File: src/rtl/audio_pkt_pkg.sv
// Shared types and constants for the audio packet scheduler.
// AUDIO_PKT_CHKSUM_EN adds the TRAIL checksum state.
package audio_pkt_pkg;

  localparam logic [7:0] HDR_MAGIC = 8'hA5;
  localparam int HDR_LEN = 4;

`ifdef AUDIO_PKT_CHKSUM_EN
  localparam int TRAIL_LEN = 1;
  typedef enum logic [1:0] {
    IDLE, HDR, PAYLOAD, TRAIL
  } state_t;
`else
  localparam int TRAIL_LEN = 0;
  typedef enum logic [1:0] {
    IDLE, HDR, PAYLOAD
  } state_t;
`endif

  function automatic logic [15:0] pkt_len(
    input int spp
  );
    return 16'(HDR_LEN + 2 * spp + TRAIL_LEN);
  endfunction

endpackage

File: src/rtl/audio_sample_fifo.sv
// First-word-fall-through sample FIFO with occupancy count.
// Writes into a full FIFO are discarded and flagged on drop.
module audio_sample_fifo #(
  parameter int DEPTH = 64,
  parameter int CW = $clog2(DEPTH) + 1
) (
  input  logic          clk,
  input  logic          rst,
  input  logic          wr,
  input  logic [15:0]   wdata,
  input  logic          rd,
  output logic [15:0]   rdata,
  output logic [CW-1:0] count,
  output logic          drop
);

  localparam int AW = (DEPTH > 1) ? $clog2(DEPTH) : 1;
  localparam logic [AW-1:0] PMAX = AW'(DEPTH - 1);
  localparam logic [CW-1:0] CMAX = CW'(DEPTH);

  logic [15:0]   mem [DEPTH];
  logic [AW-1:0] wptr;
  logic [AW-1:0] rptr;
  logic          full;
  logic          do_wr;
  logic          do_rd;

  // Fullness uses the count before any same-cycle pop.
  assign full  = (count == CMAX);
  assign do_wr = wr && !full;
  assign do_rd = rd && (count != '0);
  assign drop  = wr && full;
  assign rdata = mem[rptr];

  always_ff @(posedge clk) begin
    if (do_wr && !rst) begin
      mem[wptr] <= wdata;
    end
  end

  always_ff @(posedge clk) begin
    if (rst) begin
      wptr  <= '0;
      rptr  <= '0;
      count <= '0;
    end else begin
      if (do_wr) begin
        wptr <= (wptr == PMAX) ? '0 : wptr + AW'(1);
      end
      if (do_rd) begin
        rptr <= (rptr == PMAX) ? '0 : rptr + AW'(1);
      end
      count <= count + CW'(do_wr) - CW'(do_rd);
    end
  end

endmodule

File: src/rtl/audio_pkt_sched.sv
// Two-channel audio packetiser feeding a UDP byte stream.
// AUDIO_PKT_CHKSUM_EN appends an XOR checksum byte.
module audio_pkt_sched
  import audio_pkt_pkg::*;
#(
  parameter int SAMPLES_PER_PKT = 32,
  parameter int FIFO_DEPTH = 64
) (
  input  logic        clk,
  input  logic        rst,
  input  logic        en,
  input  logic [15:0] ch0_data,
  input  logic        ch0_valid,
  input  logic [15:0] ch1_data,
  input  logic        ch1_valid,
  output logic        udp_send_data_valid,
  input  logic        udp_send_data_ready,
  output logic [7:0]  udp_send_data,
  output logic [15:0] udp_send_data_length,
  output logic        busy,
  output logic [15:0] drop_cnt0,
  output logic [15:0] drop_cnt1
);

  localparam int CW = $clog2(FIFO_DEPTH) + 1;
  localparam int SW = $clog2(SAMPLES_PER_PKT) + 1;
  localparam logic [CW-1:0] SPP_C =
    CW'(SAMPLES_PER_PKT);
  localparam logic [SW-1:0] LAST_S =
    SW'(SAMPLES_PER_PKT - 1);
  localparam logic [15:0] PKT_LEN =
    pkt_len(SAMPLES_PER_PKT);

  state_t        state;
  state_t        state_nx;
  logic          start;
  logic          done;
  logic          fire;
  logic          ch;
  logic          last;
  logic          pick;
  logic          elig0;
  logic          elig1;
  logic [1:0]    hidx;
  logic [SW-1:0] scnt;
  logic          lo;
  logic [15:0]   seq0;
  logic [15:0]   seq1;
  logic [15:0]   seq_cur;
  logic [15:0]   sample;
  logic [CW-1:0] cnt0;
  logic [CW-1:0] cnt1;
  logic [15:0]   rdata0;
  logic [15:0]   rdata1;
  logic          drop0;
  logic          drop1;
  logic          rd0;
  logic          rd1;
  logic          pop;
`ifdef AUDIO_PKT_CHKSUM_EN
  logic [7:0]    chk;
`endif

  audio_sample_fifo #(
    .DEPTH (FIFO_DEPTH),
    .CW    (CW)
  ) u_fifo0 (
    .clk   (clk),
    .rst   (rst),
    .wr    (ch0_valid),
    .wdata (ch0_data),
    .rd    (rd0),
    .rdata (rdata0),
    .count (cnt0),
    .drop  (drop0)
  );

  audio_sample_fifo #(
    .DEPTH (FIFO_DEPTH),
    .CW    (CW)
  ) u_fifo1 (
    .clk   (clk),
    .rst   (rst),
    .wr    (ch1_valid),
    .wdata (ch1_data),
    .rd    (rd1),
    .rdata (rdata1),
    .count (cnt1),
    .drop  (drop1)
  );

  assign elig0 = (cnt0 >= SPP_C);
  assign elig1 = (cnt1 >= SPP_C);
  // Both eligible: serve whichever was not served last.
  assign pick  = (elig0 && elig1) ? ~last : elig1;

  assign busy = (state != IDLE);
  assign udp_send_data_valid = busy;
  assign udp_send_data_length =
    busy ? PKT_LEN : 16'd0;
  assign fire = udp_send_data_valid &&
                udp_send_data_ready;

  assign pop = fire && (state == PAYLOAD) && lo;
  assign rd0 = pop && !ch;
  assign rd1 = pop && ch;

  assign seq_cur = ch ? seq1 : seq0;
  assign sample  = ch ? rdata1 : rdata0;

  always_ff @(posedge clk) begin
    if (rst) begin
      state <= IDLE;
    end else begin
      state <= state_nx;
    end
  end

  always_comb begin
    state_nx = state;
    start    = 1'b0;
    done     = 1'b0;
    unique case (state)
      IDLE: begin
        if (en && (elig0 || elig1)) begin
          state_nx = HDR;
          start    = 1'b1;
        end
      end
      HDR: begin
        if (fire && (hidx == 2'd3)) begin
          state_nx = PAYLOAD;
        end
      end
      PAYLOAD: begin
        if (pop && (scnt == LAST_S)) begin
`ifdef AUDIO_PKT_CHKSUM_EN
          state_nx = TRAIL;
`else
          state_nx = IDLE;
          done     = 1'b1;
`endif
        end
      end
`ifdef AUDIO_PKT_CHKSUM_EN
      TRAIL: begin
        if (fire) begin
          state_nx = IDLE;
          done     = 1'b1;
        end
      end
`endif
      default: state_nx = IDLE;
    endcase
  end

  always_comb begin
    udp_send_data = 8'd0;
    unique case (state)
      HDR: begin
        unique case (hidx)
          2'd0: udp_send_data = HDR_MAGIC;
          2'd1: udp_send_data = {7'b0, ch};
          2'd2: udp_send_data = seq_cur[15:8];
          2'd3: udp_send_data = seq_cur[7:0];
        endcase
      end
      PAYLOAD: begin
        udp_send_data =
          lo ? sample[7:0] : sample[15:8];
      end
`ifdef AUDIO_PKT_CHKSUM_EN
      TRAIL: udp_send_data = chk;
`endif
      default: udp_send_data = 8'd0;
    endcase
  end

  always_ff @(posedge clk) begin
    if (rst) begin
      ch   <= 1'b0;
      last <= 1'b1;
      hidx <= '0;
      scnt <= '0;
      lo   <= 1'b0;
      seq0 <= '0;
      seq1 <= '0;
`ifdef AUDIO_PKT_CHKSUM_EN
      chk  <= '0;
`endif
    end else begin
      if (start) begin
        ch   <= pick;
        last <= pick;
        hidx <= '0;
        scnt <= '0;
        lo   <= 1'b0;
`ifdef AUDIO_PKT_CHKSUM_EN
        chk  <= '0;
`endif
      end
      if (fire) begin
`ifdef AUDIO_PKT_CHKSUM_EN
        chk <= chk ^ udp_send_data;
`endif
        if (state == HDR) begin
          hidx <= hidx + 2'd1;
        end
        if (state == PAYLOAD) begin
          lo <= ~lo;
          if (lo) begin
            scnt <= scnt + SW'(1);
          end
        end
      end
      if (done) begin
        if (ch) begin
          seq1 <= seq1 + 16'd1;
        end else begin
          seq0 <= seq0 + 16'd1;
        end
      end
    end
  end

  always_ff @(posedge clk) begin
    if (rst) begin
      drop_cnt0 <= '0;
      drop_cnt1 <= '0;
    end else begin
      if (drop0 && (drop_cnt0 != 16'hFFFF)) begin
        drop_cnt0 <= drop_cnt0 + 16'd1;
      end
      if (drop1 && (drop_cnt1 != 16'hFFFF)) begin
        drop_cnt1 <= drop_cnt1 + 16'd1;
      end
    end
  end

endmodule
File: config.mk
export PLATFORM = sky130hd
export DESIGN_NAME = audio_pkt_sched
export DESIGN_NICKNAME = d
export VERILOG_FILES = /design/src/rtl/audio_pkt_pkg.sv /design/src/rtl/audio_sample_fifo.sv /design/src/rtl/audio_pkt_sched.sv
export SDC_FILE = /design/constraint.sdc
export NUM_CORES = 2
export LEC_CHECK = 0
export ABC_AREA = 0
export CAP_MARGIN = 15
export CORE_ASPECT_RATIO = 0.75
export CORE_UTILIZATION = 45
export DETAILED_ROUTE_END_ITERATION = 8
export PLACE_DENSITY = 0.66
export SLEW_MARGIN = 20
export SYNTH_ARGS = -nofsm -noshare
export SYNTH_HDL_FRONTEND = slang
export SYNTH_HIERARCHICAL = 1
export SYNTH_SLANG_ARGS = --single-unit
File: constraint.sdc
create_clock -name clk -period 4.3 [get_ports clk]
set_input_delay 1.075 -clock clk [delete_from_list [all_inputs] [get_ports clk]]
set_output_delay 1.075 -clock clk [all_outputs]
set_load 0.005 [all_outputs]
* Yosys cells after proc, flatten, opt, wreduce, memory -nomap -nowiden
Memories as Yosys holds them, arrays and structs flattened. A register that Yosys moved wholly into a read port is not among the register bits.
Index checks and enable logic that the tools add are counted.
** Cells by class
- Add/sub/neg operators :: 14
- Multipliers :: 0
- Div/mod/pow operators :: 0
- Magnitude comparators :: 2
- Equality and inequality tests :: 17
- Shift-type cells :: 0
- Mux-type cells :: 37
- Bitwise logic cells :: 3
- Reduce and logical (&&, ||, !) cells :: 32
** Operator list (count)
- $mux 6 :: 12
- $add 16x1->16 const B :: 4
- $mux 16 :: 2
- $ne 16x16->1 const B :: 2
- $pmux 8 s4 :: 1
- $add 6x1->6 const B :: 5
- $eq 6x6->1 const B :: 4
- $logic_and 1x1->1 :: 19
- $pmux 8 s2 :: 1
- $add 7x1->7 :: 2
- $eq 7x7->1 const B :: 2
- $ge 7x6->1 const B :: 2
- $reduce_bool 7->1 :: 2
- $sub 7x1->7 :: 2
- $mux 1 :: 12
- $mux 2 :: 6
- $mux 8 :: 1
- $mux 7 :: 1
- $eq 2x2->1 const B :: 3
- $eq 6x5->1 const B :: 1
- $ne 2x2->1 const B :: 3
- $pmux 2 s3 :: 1
- $eq 2x1->1 const B :: 2
- $logic_not 1->1 :: 4
- other kinds (7) :: 11
** Word-level totals
- Register bits :: 115
- Bits in latches :: 0
- Bits in writable memories :: 2048
- Memory bits (read-only) :: 0
- Input port bits :: 38
- Output and inout port bits :: 58
- Logic and storage cells :: 123
- Memories :: 2
** Memory list
- u_fifo0.mem :: depth 64, width 16, read ports 1, clocked after memory_dff 1, wr ports 1, RTL line audio_sample_fifo.sv:21 : logic [15:0] mem [DEPTH];
- u_fifo1.mem :: depth 64, width 16, read ports 1, clocked after memory_dff 1, wr ports 1, RTL line audio_sample_fifo.sv:21

* Depth between registers and ports, before layout
- Depth in word-level cells :: 9
- Mapped depth :: 16
- Mapped depth without buffers :: 14

* Hierarchy
Netlist, hierarchy kept.
** By module, submodules not included
- audio_sample_fifo (u_fifo1) :: times used 1, cells an instance 1906, area each 40794.1 µm², seq. area each 31250.0 µm²
- audio_sample_fifo (u_fifo0) :: times used 1, cells an instance 1930, area each 40548.9 µm², seq. area each 31250.0 µm²
- audio_pkt_sched :: times used 1, cells an instance 546, area each 4653.2 µm², seq. area each 1541.5 µm²

* Worst setup path before layout
Ideal clock, no wire load.
- Path type :: input-to-reg
- Start :: input port udp_send_data_ready
- End :: register u_fifo1.count[6]
- Setup time :: 121 ps
- Arrival time :: 3619 ps
- Data required time :: 4179 ps
- Setup slack :: 561 ps
- Stages :: 14
- Path buffers :: 2
- Path through :: and4b_1 -> buf_2 -> buf_4 -> and2_1 -> a21boi_1 -> ha_1 -> inv_1 -> ha_1 -> fa_1 -> a21oi_1 -> o21bai_1 -> a21oi_1 -> o21bai_1 -> mux2_2
** On the way
- Longest elaborated chain between the ends :: 6
** RTL lines
- from (decl) :: RTL line audio_pkt_sched.sv:17 : input logic udp_send_data_ready,
- $logic_and 1x1->1 :: RTL line audio_pkt_sched.sv:101 : assign fire = udp_send_data_valid &&
- $logic_and 1x1->1 (2 in a row) :: RTL line audio_pkt_sched.sv:104 : assign pop = fire && (state == PAYLOAD) && lo;
- $logic_and 1x1->1 :: RTL line audio_pkt_sched.sv:106 : assign rd1 = pop && ch;
- net rd1 :: RTL line audio_pkt_sched.sv:58 : logic rd1;
- $logic_and 1x1->1 :: RTL line audio_sample_fifo.sv:31 : assign do_rd = rd && (count != '0);
- $sub 7x1->7 :: RTL line audio_sample_fifo.sv:53 : count <= count + CW'(do_wr) - CW'(do_rd);
- to (signal assigned) :: RTL line audio_sample_fifo.sv:53
- to (decl) :: RTL line audio_sample_fifo.sv:13 : output logic [CW-1:0] count,
The timed path passes the listed nets, and every way through them passes these cells.
A chain may end at the register's enable or synchronous reset.

==> insert_results.sql <==
INSERT INTO impl_metrics (metric_group, metric, value, unit) VALUES
('place', 'numPortBuffers', '81', ''),
('sta', 'worst_clock_skew', '0.03827', 'ns'),
('sta', 'grt_setup_unrepaired', 'true', ''),
('drt', 'initialDrtViolationCount', '5630', ''),
('run_status', 'outcome', 'finished, violations left', ''),
('sta', 'max_freq', '192.0', 'MHz'),
('place', 'placedCellCount', '7285', ''),
('cts', 'worst_setup_hold_path_clk_slew', '0.06', 'ns'),
('floorplanning', 'die_h', '380.6', 'um'),
('floorplanning', 'floorplan.initialDensity', '45.44', '%'),
('floorplanning', 'die_w', '506.8', 'um'),
('global_route', 'wire_length_of_the_first_global_routing_pass', '316300', 'um'),
('cts', 'cts-hold-fix-buffers', '0', ''),
('setup_path', 'setup.worst_path.end_class', 'output port', ''),
('cts', 'number_of_clock_buffers_inserted_by_tritoncts', '210', ''),
('global_route', 'number_of_global_route_vias_before_repair', '45737', ''),
('layout', 'filler_cell_count', '14488', ''),
('synthesis', 'synth_cells', '4382', ''),
('sta', 'finalSetupViolCount', '8', ''),
('synthesis', 'ys_seq_elements', '2175', ''),
('power_and_ir_drop', 'power_per_cell_area', '427.8', 'mW/mm^2'),
('setup_path', 'crit_path_cell_trace', 'buf_12, buf_12, buf_12, mux4_2, a22o_4, a211oi_4, buf_4, a21oi_2, o211a_1, mux4_2, nand2_2, o21ai_2, and2_4, buf_6', ''),
('layout', 'most_frequent_standard_cell_in_the_layout_excluding_fill_and_tap_cells', 'sky130_fd_sc_hd__edfxtp_1', ''),
('setup_path', 'worstSetupStartpointType', 'flop', ''),
('drt', 'detailedRoute.firstPassIterationCount', '6', ''),
('setup_path', 'crit_top_cell', 'sky130_fd_sc_hd__buf_12', ''),
('layout', 'final_nets', '5132', ''),
('global_route', 'grt_start_max_net_pins', '67', ''),
('drt', 'route.final.wire_length', '217200', 'um'),
('synthesis', 'ys_async_sr_fraction', '0', '%'),
('sta', 'final_critical_path_setup_slack', '-0.9082', 'ns'),
('drt', 'detailroute.via_count', '46491', ''),
('floorplanning', 'std_cell_rows', '138', ''),
('power_and_ir_drop', 'static-leakage-power', '32.01', 'nW'),
('place', 'final_replace_weighted_congestion', '0.9095', ''),
('cts', 'cts_root_buffer', 'sky130_fd_sc_hd__clkbuf_16', ''),
('drt', 'detail_route.drc_violations', '0', ''),
('synthesis', 'synth_ff_type', 'sky130_fd_sc_hd__edfxtp_1', ''),
('setup_path', 'maximum_net_fanout_on_the_critical_path', '5', ''),
('synthesis', 'netlist-cell-type-count', '84', ''),
('sta', 'period_minus_slack', '5.208', 'ns'),
('sta', 'report.final.slew_viol_count', '0', ''),
('setup_path', 'timing.rr.start', 'state[0]', ''),
('cts', 'cts_tree', 'built', ''),
('floorplanning', 'core_ar', '0.1892', 'sq mm'),
('setup_path', 'timing.critical_path.to', 'udp_send_data[1]', ''),
('layout', 'final-instance-count-excl-fill', '7762', ''),
('drt', 'antenna_violating_nets_left', '0', ''),
('synthesis', 'yosysSeqAreaShare', '74.47', '%'),
('layout', 'multi_input_combinational_cell_area', '0.02127', 'sq mm'),
('job', 'max-cap-violations', '0', ''),
('setup_path', 'critical_path_top_delay_cell', 'sky130_fd_sc_hd__mux4_2', ''),
('cts', 'clock_sinks', '2175', ''),
('floorplanning', 'design.portCount', '96', ''),
('cts', 'cts.path.max_buffers', '3', ''),
('synthesis', 'synth_edf_count', '2048', ''),
('setup_path', 'worst_r2r_endpoint', 'u_fifo1/count[6]', ''),
('power_and_ir_drop', 'power.total', '43.73', 'mW'),
('setup_path', 'r2r_setup_slack', '0.82', 'ns'),
('global_route', 'initial_antenna_violation_count', '10', ''),
('run_status', 'violations_in_the_final_reports', 'setup timing', ''),
('global_route', 'grt_use_total', '22.45', '%'),
('layout', 'area.growth.synth_to_final', '18.88', '%'),
('layout', 'final_layout_size_suffix_gt1_share', '32.32', '%'),
('setup_path', 'worst-endpoint-required', '3.22', 'ns'),
('cts', 'clk_latency', '0.85', 'ns'),
('drt', 'avgRoutedWirePerCell', '27.98', 'um'),
('drt', 'post_drt_via_cell_ratio', '5.990', ''),
('layout', 'most-common-layout-cells', '2,048 x sky130_fd_sc_hd__edfxtp_1, 516 x sky130_fd_sc_hd__buf_4, 440 x sky130_fd_sc_hd__mux4_2', ''),
('sta', 'max_slew_margin', '22.06', '%'),
('sta', 'tightestPinTransition', '1.169', 'ns');
[critical path, delay by kind of cell, from the launching register on]
kind            cells  cell delay, ns
mux                 2            1.07
compound gates      5            0.83
buf+inv             5            0.65
simple gates        2            0.29
flops               1            0.44
[cells by family (layout without fill, tap and decap cells)]
group | after synthesis | count (layout) | synth area share [%]
AO/OA/AOI/OAI | 443 | 443 | 3.559
XOR/XNOR | 35 | 35 | 0.3565
adder cells (fa/ha/maj) | 36 | 36 | 0.5412
flip-flops | 2175 | 2175 | 74.47
other | 1 | 18 | 0.004361
buffers and inverters | 282 | 1125 | 1.982
multiplexers | 723 | 723 | 15.09
AND/OR/NAND/NOR | 687 | 687 | 3.997
[metal layers]
metal	global-route usage [%]	routed length (um)	vias to the layer above	share of wire (%)
li1	-	-	19442	-
met1	35.52	95630	24457	44
met2	31.75	93580	2317	43
met3	4.879	24160	271	11
met4	4.746	3790	4	1.7
met5	0	28	-	0.013
[state kept, by name, summed over array words and instances (netlist names), named ones only]
| name | count |
|---|---|
| u_fifo0/mem | 1024 |
| scnt | 6 |
| state | 2 |
| u_fifo1/wptr | 6 |
| ch | 1 |
| u_fifo0/wptr | 6 |
| u_fifo1/count | 7 |
| u_fifo0/rptr | 6 |
| last | 1 |
| seq0 | 16 |
| lo | 1 |
| u_fifo1/mem | 1024 |
| drop_cnt1 | 16 |
| hidx | 2 |
| seq1 | 16 |
| drop_cnt0 | 16 |
| u_fifo1/rptr | 6 |
| u_fifo0/count | 7 |
[cell usage after synthesis, drive strengths merged (15+ instances only)]
cell type / n / area (sq um)
a211oi: 43 / 337.8
a21oi: 85 / 432.9
a221oi: 17 / 148.9
a22oi: 76 / 570.6
and3: 21 / 131.4
buf: 181 / 1320
clkbuf: 64 / 245.2
dfxtp: 127 / 2542
edfxtp: 2048 / 61500
ha: 34 / 425.4
inv: 36 / 135.1
mux2: 72 / 810.8
mux2i: 203 / 2032
mux4: 448 / 10130
nand2: 143 / 536.8
nand2b: 16 / 100.1
nand3: 53 / 265.3
nand4: 29 / 200.2
nor2: 218 / 818.3
nor2b: 38 / 237.7
nor3: 50 / 260.3
o21ai: 36 / 180.2
o22ai: 76 / 475.5
o31ai: 15 / 112.6
or3: 27 / 168.9
or4: 20 / 150.1
xnor2: 15 / 131.4
xor2: 20 / 175.2
[where the power goes]
group	leakage, nW	switching [mW]	internal [mW]
clock network	3.40	7.93	10.7
registers	19.4	0.0932	23.3
logic	9.17	1.11	0.624
total	32.0	9.13	34.6
[how the worst min path moves through the flow]
stage	slack (ns)	to	startpoint	cells past startpoint
finish	0.46	ch	ch	2
global route	0.50	last	last	2
CTS	0.46	ch	ch	2
detailed placement	0.45	last	last	2
global placement	0.44	last	last	2
floorplan	0.43	last	last	2
[repair_timing]
item,CTS,global route
resized for setup,262,46
buffers inserted,75,3
endpoints found under the setup margin,8,8
gates cloned,6,0
pin swaps,61,22
hold endpoints to repair,0,0
[stage by stage]
stage	setup slack (ns)	util [%]	hold WS (ns)	area, sq um	setup TNS [ns]
after floorplan	0.5605	-	0.4311	86050	0
after global placement	-0.7166	49.20	0.4414	93110	-4.210
after detailed placement	-0.7420	49.21	0.4510	93120	-4.182
after CTS	-0.9122	53.86	0.4645	101900	-6.605
after global routing	-0.9842	54.02	0.5020	102200	-7.178
final	-0.9082	54.02	0.4633	102200	-6.576
[layout make-up]
class / count / area share [%]
timing repair buffer: 696 / 6.466
multi-input combinational: 1938 / 20.81
sequential: 2175 / 62.67
inverter: 37 / 0.1359
antenna: 4 / 0.009791
tap: 2520 / 3.084
clock buffer: 257 / 5.392
clock inverter: 135 / 1.432
Note: power is estimated with default switching activity, not from simulation.
